`src/rtl/i2c_reg_seq.sv`:
```
// I2C register-access sequencer: turns one register read/write command into the
// byte-level handshake with an I2C master and buffers the bytes read back.
module i2c_reg_seq #(
   parameter logic [6:0]  DEV_ADR = 7'h77,
   parameter int unsigned MAX_LEN = 22,
   parameter int unsigned LW      = 5,
   parameter int unsigned TIMEOUT = 16'hFFFF
) (
   input  logic          clk,
   input  logic          reset,
   input  logic          cmd_valid,
   input  logic          cmd_write,
   input  logic [7:0]    cmd_reg,
   input  logic [LW-1:0] cmd_len,
   input  logic [7:0]    wr_data,
   output logic          busy,
   output logic          done,
   output logic          err,
   input  logic [LW-1:0] rd_idx,
   output logic [7:0]    rd_data,
   input  logic          isReady,
   output logic          start,
   output logic [7:0]    datasend,
   output logic          send,
   input  logic          sended,
   input  logic          nack,
   output logic          receive,
   output logic          last_rx,
   input  logic [7:0]    datareceive,
   input  logic          received,
   output logic          stop
);
   typedef enum logic [3:0] {
      ST_IDLE, ST_WAIT_RDY, ST_LOAD, ST_SEND, ST_WAIT_SENT,
      ST_RECV, ST_WAIT_RCV, ST_FINISH, ST_ERR
   } state_t;

   localparam logic [15:0]   TMO_LIM   = 16'(TIMEOUT);
   localparam logic [LW-1:0] MAX_LEN_L = LW'(MAX_LEN);

   state_t        state_q, state_d;
   logic [1:0]    tx_idx_q, tx_idx_d;
   logic [LW-1:0] rx_idx_q, rx_idx_d, len_q, len_d;
   logic          write_q, write_d, bus_act_q, bus_act_d;
   logic [7:0]    reg_q, reg_d, wdat_q, wdat_d;
   logic [15:0]   tmo_q, tmo_d;
   logic          sended_prev_q, sended_prev_d, received_prev_q, received_prev_d;
   logic          busy_q, busy_d, done_q, done_d, err_q, err_d, stop_q, stop_d;
   logic          start_q, start_d, send_q, send_d, receive_q, receive_d, last_rx_q, last_rx_d;
   logic [7:0]    datasend_q, datasend_d;
   logic [7:0]    rx_buf_q [MAX_LEN];
   logic [7:0]    rx_buf_d [MAX_LEN];
   logic          sended_rise_s, received_rise_s, last_byte_s;

   // Byte list: {start flag, byte} for transmit slot idx.
   function automatic logic [8:0] tx_byte(input logic [1:0] idx, input logic wr,
                                          input logic [7:0] rg, input logic [7:0] wd);
      logic [8:0] b;
      case (idx)
         2'd0:    b = {1'b1, DEV_ADR, 1'b0};
         2'd1:    b = {1'b0, rg};
         2'd2:    b = wr ? {1'b0, wd} : {1'b1, DEV_ADR, 1'b1};
         default: b = 9'h000;
      endcase
      return b;
   endfunction

   assign sended_rise_s   = sended & ~sended_prev_q;
   assign received_rise_s = received & ~received_prev_q;
   assign last_byte_s     = (rx_idx_q == (len_q - LW'(1)));

   // Next-state, handshake outputs and buffer capture.
   always_comb begin
      state_d = state_q;          tx_idx_d = tx_idx_q;     rx_idx_d = rx_idx_q;
      len_d = len_q;              write_d = write_q;       reg_d = reg_q;
      wdat_d = wdat_q;            bus_act_d = bus_act_q;   busy_d = busy_q;
      done_d = 1'b0;              err_d = 1'b0;            stop_d = 1'b0;
      start_d = start_q;          datasend_d = datasend_q; send_d = send_q;
      receive_d = receive_q;      last_rx_d = last_rx_q;   rx_buf_d = rx_buf_q;
      sended_prev_d = sended;     received_prev_d = received;
      case (state_q)
         ST_IDLE: begin
            if (cmd_valid) begin
               if (!cmd_write && ((cmd_len == '0) || (cmd_len > MAX_LEN_L))) begin
                  err_d = 1'b1;
               end else begin
                  state_d = ST_WAIT_RDY;  busy_d = 1'b1;    bus_act_d = 1'b0;
                  tx_idx_d = 2'd0;        rx_idx_d = '0;    len_d = cmd_len;
                  write_d = cmd_write;    reg_d = cmd_reg;  wdat_d = wr_data;
               end
            end else begin
               state_d = ST_IDLE;
            end
         end
         ST_WAIT_RDY: begin
            if (isReady) begin
               state_d = ST_LOAD;
               bus_act_d = 1'b1;
               {start_d, datasend_d} = tx_byte(tx_idx_q, write_q, reg_q, wdat_q);
            end else if (tmo_q == TMO_LIM) begin
               state_d = ST_ERR;
            end else begin
               state_d = ST_WAIT_RDY;
            end
         end
         ST_LOAD: begin
            state_d = ST_SEND;
            send_d = 1'b1;
         end
         // The sent strobe is honoured in SEND too so a fast master is never missed.
         ST_SEND, ST_WAIT_SENT: begin
            if (sended_rise_s) begin
               send_d = 1'b0;
               if (nack) begin
                  state_d = ST_ERR;
               end else if (tx_idx_q == 2'd2) begin
                  state_d = write_q ? ST_FINISH : ST_RECV;
               end else begin
                  state_d = ST_LOAD;
                  tx_idx_d = tx_idx_q + 2'd1;
                  {start_d, datasend_d} = tx_byte(tx_idx_q + 2'd1, write_q, reg_q, wdat_q);
               end
            end else if ((state_q == ST_WAIT_SENT) && (tmo_q == TMO_LIM)) begin
               state_d = ST_ERR;
               send_d = 1'b0;
            end else begin
               state_d = ST_WAIT_SENT;
            end
         end
         ST_RECV: begin
            state_d = ST_WAIT_RCV;
            receive_d = 1'b1;
            last_rx_d = last_byte_s;
         end
         ST_WAIT_RCV: begin
            if (received_rise_s) begin
               if (rx_idx_q < MAX_LEN_L) begin
                  rx_buf_d[rx_idx_q] = datareceive;
               end else begin
                  rx_buf_d = rx_buf_q;
               end
               rx_idx_d = rx_idx_q + LW'(1);
               receive_d = 1'b0;
               last_rx_d = 1'b0;
               state_d = last_byte_s ? ST_FINISH : ST_RECV;
            end else if (tmo_q == TMO_LIM) begin
               state_d = ST_ERR;
               receive_d = 1'b0;
               last_rx_d = 1'b0;
            end else begin
               state_d = ST_WAIT_RCV;
            end
         end
         ST_FINISH: begin
            state_d = ST_IDLE;
            done_d = 1'b1;
            stop_d = 1'b1;
            busy_d = 1'b0;
         end
         ST_ERR: begin
            state_d = ST_IDLE;
            err_d = 1'b1;
            stop_d = bus_act_q;
            busy_d = 1'b0;
            send_d = 1'b0;
            receive_d = 1'b0;
            last_rx_d = 1'b0;
         end
         default: begin
            state_d = ST_IDLE;
         end
      endcase
      if (state_d != state_q) begin
         tmo_d = 16'h0000;
      end else if ((state_q == ST_WAIT_RDY) || (state_q == ST_WAIT_SENT) || (state_q == ST_WAIT_RCV)) begin
         tmo_d = tmo_q + 16'h0001;
      end else begin
         tmo_d = 16'h0000;
      end
   end

   // State, output and buffer registers.
   always_ff @(posedge clk or negedge reset) begin
      if (!reset) begin
         state_q <= ST_IDLE;   tx_idx_q <= 2'd0;      rx_idx_q <= '0;         len_q <= '0;
         write_q <= 1'b0;      reg_q <= 8'h00;        wdat_q <= 8'h00;        bus_act_q <= 1'b0;
         tmo_q <= 16'h0000;    sended_prev_q <= 1'b0; received_prev_q <= 1'b0;
         busy_q <= 1'b0;       done_q <= 1'b0;        err_q <= 1'b0;          stop_q <= 1'b0;
         start_q <= 1'b0;      datasend_q <= 8'h00;   send_q <= 1'b0;
         receive_q <= 1'b0;    last_rx_q <= 1'b0;
         for (int i = 0; i < MAX_LEN; i++) rx_buf_q[i] <= 8'h00;
      end else begin
         state_q <= state_d;   tx_idx_q <= tx_idx_d;  rx_idx_q <= rx_idx_d;   len_q <= len_d;
         write_q <= write_d;   reg_q <= reg_d;        wdat_q <= wdat_d;       bus_act_q <= bus_act_d;
         tmo_q <= tmo_d;       sended_prev_q <= sended_prev_d; received_prev_q <= received_prev_d;
         busy_q <= busy_d;     done_q <= done_d;      err_q <= err_d;         stop_q <= stop_d;
         start_q <= start_d;   datasend_q <= datasend_d; send_q <= send_d;
         receive_q <= receive_d; last_rx_q <= last_rx_d;
         rx_buf_q <= rx_buf_d;
      end
   end

   // Indexed buffer read port.
   always_comb begin
      if (rd_idx < MAX_LEN_L) begin
         rd_data = rx_buf_q[rd_idx];
      end else begin
         rd_data = 8'h00;
      end
   end

   assign busy     = busy_q;
   assign done     = done_q;
   assign err      = err_q;
   assign stop     = stop_q;
   assign start    = start_q;
   assign datasend = datasend_q;
   assign send     = send_q;
   assign receive  = receive_q;
   assign last_rx  = last_rx_q;
endmodule

```
`config.mk`:
```
export PLATFORM = sky130hd
export DESIGN_NAME = i2c_reg_seq
export DESIGN_NICKNAME = d
export VERILOG_FILES = /design/src/rtl/i2c_reg_seq.sv
export SDC_FILE = /design/constraint.sdc
export NUM_CORES = 1
export LEC_CHECK = 0
export ABC_AREA = 1
export CORE_ASPECT_RATIO = 0.6
export CORE_MARGIN = 4
export CORE_UTILIZATION = 50
export DETAILED_ROUTE_END_ITERATION = 6
export PLACE_DENSITY = 0.75
export SLEW_MARGIN = 20
export SYNTH_ARGS = -nofsm -noshare
export SYNTH_HDL_FRONTEND = slang
export SYNTH_SLANG_ARGS = --single-unit
```
`constraint.sdc`:
```
create_clock -name clk -period 2.1 [get_ports clk]
set_clock_uncertainty 0.05 [all_clocks]
set_input_delay 0.315 -clock clk [delete_from_list [all_inputs] [get_ports clk]]
set_output_delay 0.315 -clock clk [all_outputs]
set_load 0.02 [all_outputs]
```
==> metrics, run 1 <==
failing checks=negative setup slack; synth warn=0; crit path max fanout=2; final weighted congestion in routability-driven placement=0.924; top cell type by total area after synthesis=dfrtp_1; num ports=66; synth-to-layout area growth=26.8%; layout net count=1634; share of cells above drive strength 1=20.5%; Final Max Slew Viols=0; simple-gate portion of the synthesized area=22.3%; register area=0.00611 sq mm; r2r endpoint=rx_buf_q[166]; Non-Filler Instances=1912; FMAX=466 MHz; number of max-cap violations=0; PD cells=1000 mW/mm^2; Hold Slack=0.220 ns; Core Region=0.0232 sq mm; Synth Register Bits=244; WL/cell=18.1 um; Rel. slew slack=49.9%; first-pass GRT wire length=54500 um; CTS tree=yes; worst skew pair latency=0.53 ns; Worst Path Arrival=1.78 ns; Post-synth EDFFs=0; outcome=finished with violations; chip width=207 um; # diodes=0; GRT Overall Usage=25.7%; r2r startpoint=state_q[3]; post-route minimum period=2.15 ns; Synth Cell Area=0.0119 sq mm; main combinational cell family by area after synthesis=simple AND/OR/NAND/NOR gates; Detail Route Antenna Nets=0; Die H=127 um; syn nets=1508; cell mode on critical path=nand2_1; placed insts=1848; clock root cell=clkbuf_16; fillers=1866; IO buf count=65; WHS Path Cells=1; vias in the first global route=10000; # setup viols final=30; Synth top area share=51.4%; XOR/XNOR Fraction of Synth Area=0.148%; Clock transition at path regs=0.06 ns; Via density=5.70; CTS buffer count=24; DP HPWL=22800 um; startpoint types=flip-flop; Cell variety after synth=41; Starting Density=51.1%; multiplexer share of the synthesized area=0%; slowest stage cell, crit path=dfrtp_1; FF-to-FF path depth=10; Core Rows=43; PnR worst setup slack=-0.0465 ns; Final period util=102%; die area=0.0264 sq mm; gr ovfl total=0; DR vias=10900; RSZ-0062 raised after global routing=yes; Reg2Reg Setup Slack=-0.04 ns; Required @ worst endpoint=1.74 ns; DRT iter0 DRCs=1176; Most used DFF post-synth=dfrtp_1; Hold Path Class=input port to flip-flop; Synth top cells by count=nand2_1, dfrtp_1, o21ai_1; clock sink count=244; area of the multi-input gates=0.00557 sq mm; end of the worst hold path=sended_prev_q; count leader, synth=nand2_1; drt pass-1 iters=5; DR DRC count=0; Synth Area per Inst=8.17 sq um; Adder-Cell Fraction of Synth Area=1.37%; CP Cell Sequence=o21ai_1 > o221ai_2 > o21ai_2 > nand2_1 > nand3_1 > nand2_1 > buf_6; CP endpoint kind=output port; pin count of the biggest net entering global routing=68; P_leak=7.16 nW; CP peak stage delay=0.41 ns; slew at the pin closest to its max-slew limit=0.747 ns; CP Class=flip-flop to output port; antenna violations before repair=0; DRT Wirelength=34700 um; Final Hold Fails=0; Core Util, Final=64.8%; ys async rst share=100%; hold_sp=sended; clk buf depth=3; Peak VDD IR=0.571 mV; Seq/Total Area, Yosys=51.4%; Gate Count Post-Synth=1453; # H-tree levels=1; Area contributors post-synth=dfrtp_1, nand2_1, o21ai_1; post-synthesis compound-gate area fraction=18.9%
## power breakdown
part	internal, mW	switching, mW	leakage, nW	total (mW)
sequential	5.23	0.378	3.32	5.61
combinational	1.79	2.78	3.39	4.57
clock	3.02	1.90	0.447	4.92
## per-stage QoR
step / power, mW / setup slack [ns] / setup TNS [ns] / area [sq um]
6_report: 15.1 / -0.0465 / -0.598 / 15100
5_1_grt: 15.9 / -0.152 / -7.13 / 15100
4_1_cts: 14.6 / -0.0248 / -0.0694 / 14400
3_5_place_dp: 9.62 / -0.879 / -14.08 / 13400
3_3_place_gp: 9.52 / -0.788 / -11.37 / 13400
2_1_floorplan: 8.02 / 0.0533 / 0 / 11900
## worst max-delay path by stage
stage	to	slack (ns)	start
global route	rx_buf_q[166]	-0.15	state_q[3]
detailed placement	rd_data[4]	-0.88	rd_idx[1]
global placement	rd_data[1]	-0.79	rd_idx[1]
finish	rd_data[6]	-0.05	rx_buf_q[142]
floorplan	rd_data[0]	0.05	rd_idx[0]
CTS	rd_data[2]	-0.02	rd_idx[1]
## what timing repair did
action / CTS / global route
gates cloned: 0 / 2
pin swaps: 34 / 45
setup endpoints to repair: 24 / 182
buffers inserted: 3 / 22
resized for setup: 121 / 133
endpoints found under the hold margin: 59 / 0
hold buffers: 1 / 0
## layer usage
layer  track usage (%)  share of wire, %  up-vias
met1              41.7                46     5221
met2              34.7                41      505
li1                  -                 -     5119
met3              6.52                11       49
met4              4.93               1.7        0
met5                 0                 0        -
## cells by family after synthesis
| family | Yosys count |
|---|---|
| buffers and inverters | 167 |
| adders and majority gates | 13 |
| AOI/OAI and AO/OA | 411 |
| DFF | 244 |
| xor gates and xnor gates | 2 |
| and+or+nand+nor | 616 |
## sequential cells by signal, indices dropped and copies added (netlist names), 4 cells and up
signal	count
datasend	8
len_q	5
reg_q	8
rx_buf_q	176
rx_idx_q	5
state_q	4
tmo_q	16
wdat_q	8
## layout make-up
class	count	area share, %
Sequential cell	244	40.6
Multi-Input combinational cell	1042	37.0
Timing Repair Buffer	182	11.6
Clock buffer	28	4.43
Tap cell	315	2.62
Inverter	85	2.15
Clock inverter	16	1.61
## critical path, delay by kind of cell, from the launching register on
| kind | cells | cell delay, ns |
|---|---|---|
| flip-flops | 1 | 0.41 |
| AO/OA/AOI/OAI | 3 | 0.45 |
| buffers and inverters | 1 | 0.12 |
| AND/OR/NAND/NOR | 3 | 0.28 |
## placed cells by master (no fill, tap or decap), drive strengths merged, types with 8 or more instances in the layout
cell	n
clkinv	8
o211ai	13
o221ai	19
clkdlybuf4s50	53
o22ai	24
buf	125
dfrtp	244
nor2	158
nand3	41
clkbuf	30
nor3	11
a21oi	10
ha	13
nand2	393
o21ai	328
inv	85
Note: power is estimated with default switching activity, not from simulation.
==> run 2, diff against run 1 <==
PLACE_DENSITY = 0.77   (was 0.75)
==> run 2 against run 1 <==
- the flow still finishes with violations (negative setup slack)
- maximum frequency shrank 0.54%
- utilization shrank 1.5 points
- clock power shrank 9.3%
- non-clock buffer count shrank 23
- total power shrank 2.8%
- combinational power is essentially flat
- hold slack lost 0.053 ns
- first-iteration DRC count grew 17%
- largest power group unchanged
==> metrics, run 2 (synthesis results as in run 1) <==
outcome=finished with violations; failing checks=negative setup slack; crit path from=rx_buf_q[141]; chip width=207 um; clock root cell=clkbuf_16; pin count of the biggest net entering global routing=88; Peak VDD IR=0.559 mV; gr ovfl total=0; Final period util=103%; Die H=127 um; Starting Density=51.1%; first-pass GRT wire length=54200 um; Reg with most FFs=rx_buf_q; WL/cell=18.4 um; # setup viols final=5; Detail Route Antenna Nets=0; PD cells=998 mW/mm^2; CP Cell Sequence=o21ai_1 > o221ai_1 > o211ai_1 > nand2_1 > nand2_1 > nand2_1 > buf_2; DRT iter0 DRCs=1380; most frequent cells in the layout=nand2_1, dfrtp_1, o21ai_1, nor2_1, o21ai_0; CP peak stage delay=0.44 ns; delay-heaviest family, CP=compound AO/OA/AOI/OAI gates; clock sink count=244; CP endpoint kind=output port; post-route minimum period=2.16 ns; Hold Path Class=input port to async pin; placed insts=1830; CTS tree=yes; cell mode on critical path=nand2_1; synth-to-layout area growth=23.9%; DR vias=10800; antenna violations before repair=0; FMAX=463 MHz; Non-Filler Instances=1887; startpoint types=flip-flop; DR DRC count=0; DRT Wirelength=34700 um; IO buf count=65; Via density=5.74; Required @ worst endpoint=1.74 ns; Core Rows=43; P_leak=6.85 nW; clk buf depth=3; CP Class=flip-flop to output port; Clock transition at path regs=0.06 ns; drt pass-1 iters=6; Setup Total Neg Slack=-0.179 ns; number of max-cap violations=0; layout net count=1611; CP Buf/Inv Count=1; Rel. slew slack=59.9%; RSZ-0062 raised after global routing=yes; Final Hold Fails=0; top flop regs=rx_buf_q x176, tmo_q x16; max FFs per register=176; # diodes=0; r2r startpoint=tmo_q[0]; DP HPWL=22500 um; vias in the first global route=9922; Hold Slack=0.167 ns; fillers=1873; Core Region=0.0232 sq mm; crit path max fanout=2; GRT Overall Usage=25.5%; Worst Path Arrival=1.79 ns; die area=0.0264 sq mm; CTS buffer count=24; share of cells above drive strength 1=19.1%; pre-CTS setup slack=-0.818 ns; final weighted congestion in routability-driven placement=0.923; worst skew pair latency=0.52 ns; num ports=66; # H-tree levels=1; commonest non-fill, non-tap cell in the layout=nand2_1; slowest stage cell, crit path=dfrtp_1; PnR worst setup slack=-0.0582 ns; Final Max Slew Viols=0; slew at the pin closest to its max-slew limit=0.598 ns
## run 2: changes by cell type in the layout (fill, tap and decap cells not counted), moves of 8 or more
| cell | previous run | this run |
|---|---|---|
| o21ai_1 | 228 | 212 |
| nor2_4 | 11 | 19 |
| buf_4 | 100 | 77 |
| nand2_1 | 348 | 363 |
| nand2_4 | 17 | 6 |
| o21ai_2 | 11 | 21 |
## run 2: path summary, 6_finish.rpt
kind	to	slack, ns	depth (start not counted)
hold / removal	tmo_q[15]	0.17	2
max in group asynchronous	rx_buf_q[21]	1.14	3
hold reg to reg	datasend[4]	0.43	2
setup / recovery	rd_data[5]	-0.06	7
min in group clk	received_prev_q	0.22	1
setup reg to reg	tmo_q[13]	0.02	14
## run 2: through the flow
step / cell area (sq um) / util (%) / power, mW
after global placement: 13300 / 57.0 / 9.47
after floorplan: 11900 / - / 8.02
after global routing: 14700 / 63.3 / 15.4
final: 14700 / 63.3 / 14.7
after detailed placement: 13300 / 57.0 / 9.60
after CTS: 14200 / 61.2 / 14.1
## run 2: layer usage
metal	vias up	share of wire, %	track usage [%]	routed length (um)
li1	5046	-	-	-
met1	5184	45	40.7	15600
met2	543	42	35.1	14700
met3	66	11	5.89	3700
met4	0	2.0	5.90	699
met5	-	0	0	0
## run 2: power by group
| part | internal, mW | switching [mW] | total, mW |
|---|---|---|---|
| Clock | 2.60 | 1.86 | 4.46 |
| Combinational | 1.77 | 2.83 | 4.60 |
| Sequential | 5.23 | 0.394 | 5.63 |
| Total | 9.61 | 5.08 | 14.7 |
## run 2: final cells by class
cell class                 instances  area [sq um]  share of cell area, %
sequential                       244          6110                   41.5
multi-input combinational       1042          5530                   37.6
timing repair buffer             159          1560                   10.6
clock buffer                      36           717                   4.87
tap                              315           394                   2.68
inverter                          85           323                   2.19
clock inverter                     6          85.1                  0.578
## run 2: repair_timing
item / 4_1_cts / 5_1_grt
endpoints found under the setup margin: 24 / 38
hold buffers: 1 / 0
gates resized for setup: 114 / 130
gates cloned: 1 / 1
setup buffers: 1 / 12
endpoints found under the hold margin: 244 / 0
pin swaps: 20 / 32
==> run 3, diff against run 2 <==
CORE_UTILIZATION = 54   (was 50)
PLACE_DENSITY = 0.76   (was 0.77)
==> run 3 against run 2 <==
- clock power down 10%
- worst setup slack improved by 0.035 ns
- global-route usage up 1.7 points
- sequential power about the same
- sequential share of layout area rose by 0.29 points
- the flow still finishes with violations (negative setup slack)
- register-to-register slack lost 0.03 ns
- highest routed layer unchanged
- routed wire length down 2.8%
- first-iteration DRC count increased by 1.8%
- via count is 0.15% lower
- combinational power about the same
- total power down 3.4%
- non-clock buffer count up 5
==> metrics, run 3 (synthesis results as in run 1) <==
WL/cell=18.2 um; Die H=123 um; number of max-cap violations=0; RSZ-0062 raised after global routing=yes; layout net count=1615; die area=0.0245 sq mm; vias in the first global route=9729; antenna violations before repair=0; Hold Path Class=input port to flip-flop; top flop regs=rx_buf_q x176, tmo_q x16; area of the multi-input gates=0.00552 sq mm; P_leak=7.03 nW; PD cells=971 mW/mm^2; Reg with most FFs=rx_buf_q; Clock transition at path regs=0.06 ns; register area=0.00611 sq mm; Core Util, Final=68.6%; FMAX=471 MHz; worst setup path end=rd_data[4]; # H-tree levels=1; CTS buffer count=23; drt pass-1 iters=6; clk buf depth=3; DRT iter0 DRCs=1405; PnR worst setup slack=-0.0233 ns; Core Rows=41; Final Max Slew Viols=0; final weighted congestion in routability-driven placement=0.978; DRT Wirelength=33700 um; synth-to-layout area growth=23.1%; GRT Overall Usage=27.2%; Final period util=101%; Worst Path Arrival=1.76 ns; r2r startpoint=len_q[0]; Hold Slack=0.219 ns; Required @ worst endpoint=1.74 ns; Peak VDD IR=0.585 mV; gr ovfl total=0; DR DRC count=0; CTS tree=yes; first-pass GRT wire length=53100 um; IO buf count=65; share of cells above drive strength 1=18.3%; FF-to-FF path depth=16; fillers=1674; max FFs per register=176; pin count of the biggest net entering global routing=62; clock root cell=clkbuf_16; commonest non-fill, non-tap cell in the layout=nand2_1; post-route minimum period=2.12 ns; outcome=finished with violations; DP HPWL=22600 um; failing checks=negative setup slack; worst skew pair latency=0.52 ns; Core Region=0.0213 sq mm; DR vias=10800; CP endpoint kind=output port; crit path max fanout=2; Starting Density=55.8%; clock sink count=244; slew at the pin closest to its max-slew limit=0.671 ns; crit path from=rx_buf_q[100]; Rel. slew slack=55.1%; Reg2Reg Setup Slack=-0.01 ns; Via density=5.84; Detail Route Antenna Nets=0; chip width=199 um; r2r endpoint=tmo_q[7]; # diodes=0; num ports=66; most frequent cells in the layout=nand2_1, dfrtp_1, o21ai_1, nor2_1, o21ai_0; startpoint types=flip-flop; Final Hold Fails=0; CP Class=flip-flop to output port; # setup viols final=12
## run 3: changes by cell type in the layout (fill, tap and decap cells not counted), moves of 5 or more
| cell | change |
|---|---|
| nand2_4 | +18 |
| nand2_2 | -15 |
| o21ai_0 | +12 |
| o21ai_1 | -7 |
| nor2_4 | -6 |
| o22ai_1 | +6 |
| o22ai_2 | -6 |
| o21ai_2 | -5 |
## run 3: layout make-up
| class | count | area share (%) |
|---|---|---|
| Sequential cell | 244 | 41.8 |
| Multi-Input combinational cell | 1042 | 37.8 |
| Inverter | 85 | 2.24 |
| Clock inverter | 7 | 0.428 |
| Timing Repair Buffer | 164 | 11.0 |
| Tap cell | 279 | 2.39 |
| Clock buffer | 33 | 4.33 |
## run 3: per-stage QoR
step / TNS, ns / total power [mW] / std cells / worst slack [ns] / cell area (sq um)
2_1_floorplan: 0 / 8.02 / 1453 / 0.0533 / 11900
3_3_place_gp: -6.66 / 9.50 / 1802 / -0.743 / 13300
3_5_place_dp: -10.93 / 9.60 / 1802 / -0.773 / 13300
4_1_cts: -0.0889 / 13.6 / 1844 / -0.0440 / 14100
5_1_grt: -2.74 / 15.0 / 1854 / -0.147 / 14600
6_report: -0.133 / 14.2 / 1854 / -0.0233 / 14600
## run 3: worst min-delay path by stage
| stage | from | end | slack (ns) | cells after the start |
|---|---|---|---|---|
| finish | sended | sended_prev_q | 0.22 | 1 |
| global route | received | received_prev_q | 0.23 | 1 |
| CTS | sended | sended_prev_q | 0.21 | 1 |
| detailed placement | reset | reg_q[6] | 0.20 | 1 |
| global placement | reset | reg_q[6] | 0.20 | 1 |
| floorplan | reset | bus_act_q | -0.03 | 0 |
## run 3: where the power goes
part | leakage [nW] | switching [mW] | internal, mW
Combinational | 3.36 | 2.79 | 1.79
Sequential | 3.33 | 0.383 | 5.23
Clock | 0.341 | 1.78 | 2.22
## run 3: metal layers
| layer | track usage, % | vias up | wire (um) |
|---|---|---|---|
| met5 | 0 | - | 0 |
| met4 | 4.62 | 0 | 506 |
| met3 | 6.72 | 44 | 3640 |
| met2 | 36.6 | 556 | 13900 |
| met1 | 44.6 | 5156 | 15700 |
| li1 | - | 5067 | - |
## run 3: worst max-delay path, stage by stage, from the launching register on
cell	delay (ns)
dfrtp_1	0.40
o21ai_1	0.15
o221ai_1	0.15
buf_4	0.18
nand3_2	0.05
nand2_1	0.05
nand2_1	0.08
nand2_1	0.07
buf_6	0.13
## run 3: repair_timing
action / 4_1_cts / 5_1_grt
setup endpoints to repair: 24 / 184
setup buffers: 4 / 8
hold buffers: 1 / 0
hold endpoints to repair: 43 / 0
cloned: 1 / 2
resized for setup: 103 / 129
pin swaps: 26 / 41
